`config.mk`:
```
export PLATFORM = sky130hd
export DESIGN_NAME = ram_arbiter
export DESIGN_NICKNAME = d
export VERILOG_FILES = /design/src/rtl/ram_arbiter.sv
export SDC_FILE = /design/constraint.sdc
export NUM_CORES = 1
export LEC_CHECK = 0
export BUFFER_PORTS_ARGS = -buffer_cell sky130_fd_sc_hd__buf_4
export CORE_MARGIN = 3
export CORE_UTILIZATION = 46
export DETAILED_ROUTE_END_ITERATION = 16
export GPL_TIMING_DRIVEN = 0
export PLACE_DENSITY = 0.95
export SYNTH_ARGS = -nofsm -noshare
export SYNTH_HDL_FRONTEND = slang
export SYNTH_SLANG_ARGS = --single-unit
export TNS_END_PERCENT = 1
```
`constraint.sdc`:
```
create_clock -name clk -period 4.2 [get_ports clk]
set_input_delay 0.84 -clock clk [delete_from_list [all_inputs] [get_ports clk]]
set_output_delay 0.84 -clock clk [all_outputs]
set_load 0.05 [all_outputs]
```
`src/rtl/ram_arbiter.sv`:
```
// Three-port arbiter for the shared single-port program/data RAM.
// Port 0 (CPU) has priority with a starvation cap; ports 1/2 round-robin.
module ram_arbiter #(
    parameter int AW      = 16,
    parameter int DW      = 16,
    parameter int RAM_LAT = 1,
    parameter int CPU_MAX = 4
) (
    input  logic            clk,
    input  logic            rst_n,
    input  logic [2:0]      req,
    input  logic [2:0]      we,
    input  logic [3*AW-1:0] adrs,
    input  logic [3*DW-1:0] wdata,
    output logic [2:0]      gnt,
    output logic [2:0]      ack,
    output logic [DW-1:0]   rdata,
    output logic [AW-1:0]   ramAdrs,
    output logic [DW-1:0]   ramData,
    output logic            ramWe,
    input  logic [DW-1:0]   ramQ
);

    localparam int LW = $clog2(RAM_LAT + 1);
    localparam int CW = $clog2(CPU_MAX + 1);
    localparam logic [LW-1:0] LAT_INIT = LW'(RAM_LAT);
    localparam logic [CW-1:0] RUN_MAX  = CW'(CPU_MAX);

    localparam logic [1:0] IDLE  = 2'd0;
    localparam logic [1:0] ISSUE = 2'd1;
    localparam logic [1:0] WAIT  = 2'd2;
    localparam logic [1:0] ACK   = 2'd3;

    logic [1:0]    state_q, state_d;
    logic [2:0]    gnt_q, gnt_d;
    logic [2:0]    ack_q, ack_d;
    logic [DW-1:0] rdata_q, rdata_d;
    logic [AW-1:0] adrs_q, adrs_d;
    logic [DW-1:0] data_q, data_d;
    logic          ramWe_q, ramWe_d;
    logic          weLatch_q, weLatch_d;
    logic [LW-1:0] lat_q, lat_d;
    logic [CW-1:0] run_q, run_d;
    // rr_q = 0 prefers port 1, rr_q = 1 prefers port 2
    logic          rr_q, rr_d;

    logic          dma_w;
    logic          p0_win;
    logic [2:0]    pick;
    logic          sel_we;
    logic [AW-1:0] sel_adrs;
    logic [DW-1:0] sel_data;

    always_comb begin
        dma_w  = req[1] | req[2];
        p0_win = req[0] && !(dma_w && (run_q == RUN_MAX));
        pick   = 3'b000;
        if (p0_win) begin
            pick = 3'b001;
        end else if (!rr_q) begin
            if (req[1])      pick = 3'b010;
            else if (req[2]) pick = 3'b100;
        end else begin
            if (req[2])      pick = 3'b100;
            else if (req[1]) pick = 3'b010;
        end
    end

    always_comb begin
        sel_we   = we[0];
        sel_adrs = adrs[AW-1:0];
        sel_data = wdata[DW-1:0];
        if (pick[1]) begin
            sel_we   = we[1];
            sel_adrs = adrs[2*AW-1:AW];
            sel_data = wdata[2*DW-1:DW];
        end else if (pick[2]) begin
            sel_we   = we[2];
            sel_adrs = adrs[3*AW-1:2*AW];
            sel_data = wdata[3*DW-1:2*DW];
        end
    end

    always_comb begin
        state_d   = state_q;
        gnt_d     = gnt_q;
        ack_d     = 3'b000;
        rdata_d   = rdata_q;
        adrs_d    = adrs_q;
        data_d    = data_q;
        ramWe_d   = 1'b0;
        weLatch_d = weLatch_q;
        lat_d     = lat_q;
        run_d     = run_q;
        rr_d      = rr_q;
        unique case (state_q)
            IDLE: begin
                if (|req) begin
                    gnt_d     = pick;
                    adrs_d    = sel_adrs;
                    data_d    = sel_data;
                    weLatch_d = sel_we;
                    ramWe_d   = sel_we;
                    state_d   = ISSUE;
                    if (pick[0]) begin
                        if (!dma_w)
                            run_d = '0;
                        else if (run_q != RUN_MAX)
                            run_d = run_q + 1'b1;
                    end else begin
                        run_d = '0;
                        rr_d  = pick[1];
                    end
                end
            end
            ISSUE: begin
                lat_d   = LAT_INIT;
                state_d = WAIT;
            end
            WAIT: begin
                if (lat_q == LW'(1)) begin
                    if (!weLatch_q)
                        rdata_d = ramQ;
                    ack_d   = gnt_q;
                    state_d = ACK;
                end else begin
                    lat_d = lat_q - 1'b1;
                end
            end
            ACK: begin
                gnt_d   = 3'b000;
                state_d = IDLE;
            end
            default: begin
                gnt_d   = 3'b000;
                state_d = IDLE;
            end
        endcase
    end

    always_ff @(posedge clk) begin
        if (!rst_n) begin
            state_q   <= IDLE;
            gnt_q     <= 3'b000;
            ack_q     <= 3'b000;
            rdata_q   <= '0;
            adrs_q    <= '0;
            data_q    <= '0;
            ramWe_q   <= 1'b0;
            weLatch_q <= 1'b0;
            lat_q     <= '0;
            run_q     <= '0;
            rr_q      <= 1'b0;
        end else begin
            state_q   <= state_d;
            gnt_q     <= gnt_d;
            ack_q     <= ack_d;
            rdata_q   <= rdata_d;
            adrs_q    <= adrs_d;
            data_q    <= data_d;
            ramWe_q   <= ramWe_d;
            weLatch_q <= weLatch_d;
            lat_q     <= lat_d;
            run_q     <= run_d;
            rr_q      <= rr_d;
        end
    end

    assign gnt     = gnt_q;
    assign ack     = ack_q;
    assign rdata   = rdata_q;
    assign ramAdrs = adrs_q;
    assign ramData = data_q;
    assign ramWe   = ramWe_q;

endmodule

```
==> flow_metrics.tcl <==
set metrics [dict create \
    status "finished, final reports clean" \
    worstHoldStart "rdata[11]" \
    crit_type "in2reg" \
    drv_cap 0 \
    overflow 0 \
    dp_hpwl_mm 7.05 \
    powerDensity_nw_per_um2 568 \
    finalHoldViolCount 0 \
    place.gp.congestion 0.811 \
    clock_skew_ns 0.00976 \
    fin_nets 608 \
    p_seq_share_pct 32.5 \
    ys_seq_area_share_pct 44.8 \
    syn_inst 297 \
    setup_viol_count_final 0 \
    critPathLaunchType "input port" \
    grt_pass1_wl_mm 14.3 \
    grt_usage_pct 25.0 \
    vdd_drop_max_mv 0.340 \
    wl_met1_mm 3.30 \
    drc 0 \
    combinationalPowerShare_pct 43.6 \
    cts_buffer_depth 2 \
    io_buffers 174 \
    synth.avg_cell_area_um2 9.47 \
    reg2reg_depth 7 \
    die_h_um 84.2 \
    switchingPower_uw 1060 \
    r2r-start "state_q[0]" \
    dr_wl_met2_mm 4.73 \
    critPathArrivalTime_ns 2.21 \
    fin_util_pct 77.8 \
    synthDistinctLibCells 35 \
    rows 27 \
    met3_length_um 746 \
    hold_depth 2 \
    syn-cell-area_um2 2810 \
    p_clk_share_pct 23.9 \
    n_fill_cell 412 \
    cp_max_fo 10 \
    antenna_left 0 \
    finalCriticalPeriod_ns 1.99 \
    worst_slew_pin_slew_ns 0.589 \
    total_power_uw 2520 \
    internal_power_uw 1460 \
    grt_pass1_vias 3174 \
    syn_nets 423 \
    drt_wl_total_mm 9.05 \
    p_leak_uw 0.00215 \
    firstDrtPassIters 5 \
    ios 175 \
    endpoint_kind "flip-flop" \
    vias 3053 \
    antenna_found_initial 0 \
    h-tree-depth 3 \
    min_to "rdata[11]" \
    fin_setup_tns_ns 0 \
    clk_pin_slew_ns 0.08 \
    placed_cell_area_um2 4210 \
    tritoncts "yes" \
    root_buffer "clkbuf_8" \
    cts-resized-gates 0 \
    ys_ff_latch 63 \
    drive_gt1_share_pct 43.7 \
    area_delta_synth_final_pct 57.8 \
    diodes 0 \
    final_area_um2 4440 \
    top_layer_used "met4" \
    mostFrequentLayoutCells "181 x buf_4, 63 x dfxtp_1, 39 x nand2_1" \
    reg2reg_to "ramAdrs[1]" \
    initial_utilization_pct 49.3 \
    fmax_ghz 0.502 \
    min_path_type "reg2reg" \
    insertion_delay_ns 0.34 \
    clock-sinks 63 \
    layout_commonest_cell "buf_4" \
    die_area_um2 7090 \
    worstPathRequired_ns 4.42 \
    core_um2 5710 \
    r2r_slack_ns 2.22 \
    grt_max_degree 13 \
    drtIter0Drc 118 \
    yosys_warnings 0 \
    post-cts-setup-buffers 0 \
    drv_slew 0 \
    wl_per_cell_um 16.2 \
    via_per_inst 5.46 \
    cts_buffers 9 \
    switching_share_pct 42.1 \
    max_slew_margin_pct 60.2 \
    rsz0062_at_grt "false" \
    fin_crit_sh_pct 47.4 \
    die-width_um 84.2 \
    cts_hold_buf 0 \
]
-- worst max-delay path by stage --
stage          slack (ns)     endpoint  startpoint
4_1_cts              2.24   ramAdrs[1]      req[2]
2_1_floorplan        2.33   ramAdrs[0]      req[2]
6_report             2.21   ramAdrs[4]      req[2]
3_3_place_gp         1.97  ramData[12]      req[2]
5_1_grt              2.07   ramAdrs[4]  state_q[0]
3_5_place_dp         1.90  ramData[12]      req[2]
-- flip-flops by register name (all words and copies together), names as in the netlist, 2 cells and up --
name     count
state_q      2
ramData     16
ramAdrs     16
ack          3
run_q        3
rdata       16
gnt          3
-- kinds of logic (layout without fill, tap and decap cells) --
family          count (synthesis)  count (layout)  share of synthesized area (%)
compound gates                 95              95                           23.0
simple gates                   71              71                           11.4
flops                          63              63                           44.8
mux                            34              34                           12.1
buf+inv                        28             218                           5.92
fa+ha+maj                       6               6                           2.67
-- metrics by stage --
stage,worst slack (ns),instances,hold WS [ns]
floorplan,2.33,297,0.437
global placement,1.97,543,0.443
detailed placement,1.90,543,0.449
CTS,2.24,559,0.460
global route,2.07,559,0.479
finish,2.21,559,0.457
-- metal layers --
| metal | GRT usage (%) | up-vias |
|---|---|---|
| li1 | - | 1466 |
| met1 | 26.8 | 1423 |
| met2 | 45.3 | 140 |
| met3 | 7.16 | 24 |
| met4 | 11.4 | 0 |
| met5 | 0 | - |
-- critical path, stage by stage --
cell      delay [ns]
buf_4           0.14
o31ai_4         0.41
nor2_2          0.15
clkbuf_1        0.27
a32oi_1         0.30
o21ai_1         0.09
-- synth_stat cells (all sizes together) --
master / count / area (um^2)
nor3: 4 / 20.0
nand2b: 2 / 12.5
a21bo: 1 / 16.3
nor4b: 1 / 8.76
a21oi: 19 / 95.1
dfxtp: 63 / 1260
nand4b: 1 / 8.76
ha: 6 / 75.1
and2: 4 / 25.0
nand4: 1 / 6.26
o31ai: 1 / 21.3
and3: 2 / 17.5
o21a: 1 / 7.51
a32oi: 32 / 280
inv: 6 / 22.5
o21ai: 35 / 175
a22oi: 3 / 22.5
mux2i: 34 / 340
nand2: 39 / 146
a221oi: 1 / 15.0
o21bai: 1 / 7.51
nor2: 14 / 55.1
nand3: 2 / 15.0
or2: 1 / 6.26
o211ai: 1 / 7.51
buf: 16 / 121
clkbuf: 6 / 22.5
-- cell type report --
| type | count | area [um^2] | area share, % |
|---|---|---|---|
| clock inverters | 6 | 92.6 | 2.09 |
| plain buffers | 22 | 144 | 3.24 |
| inverters | 6 | 22.5 | 0.507 |
| flip-flops and latches | 63 | 1260 | 28.4 |
| multi-input cells | 206 | 1390 | 31.2 |
| repair buffers | 174 | 1310 | 29.4 |
| clock buffers | 10 | 138 | 3.10 |
| well taps | 72 | 90.1 | 2.03 |
-- power by group through the flow --
| stage | logic [uW] | clock network [uW] | registers, uW |
|---|---|---|---|
| after global placement | 1070 | 0 | 821 |
| final | 1100 | 603 | 820 |
| after CTS | 1100 | 612 | 818 |
| after global routing | 1160 | 646 | 837 |
| after floorplan | 314 | 0 | 1230 |
| after detailed placement | 1100 | 0 | 827 |
(Power assumes the default switching activity.)
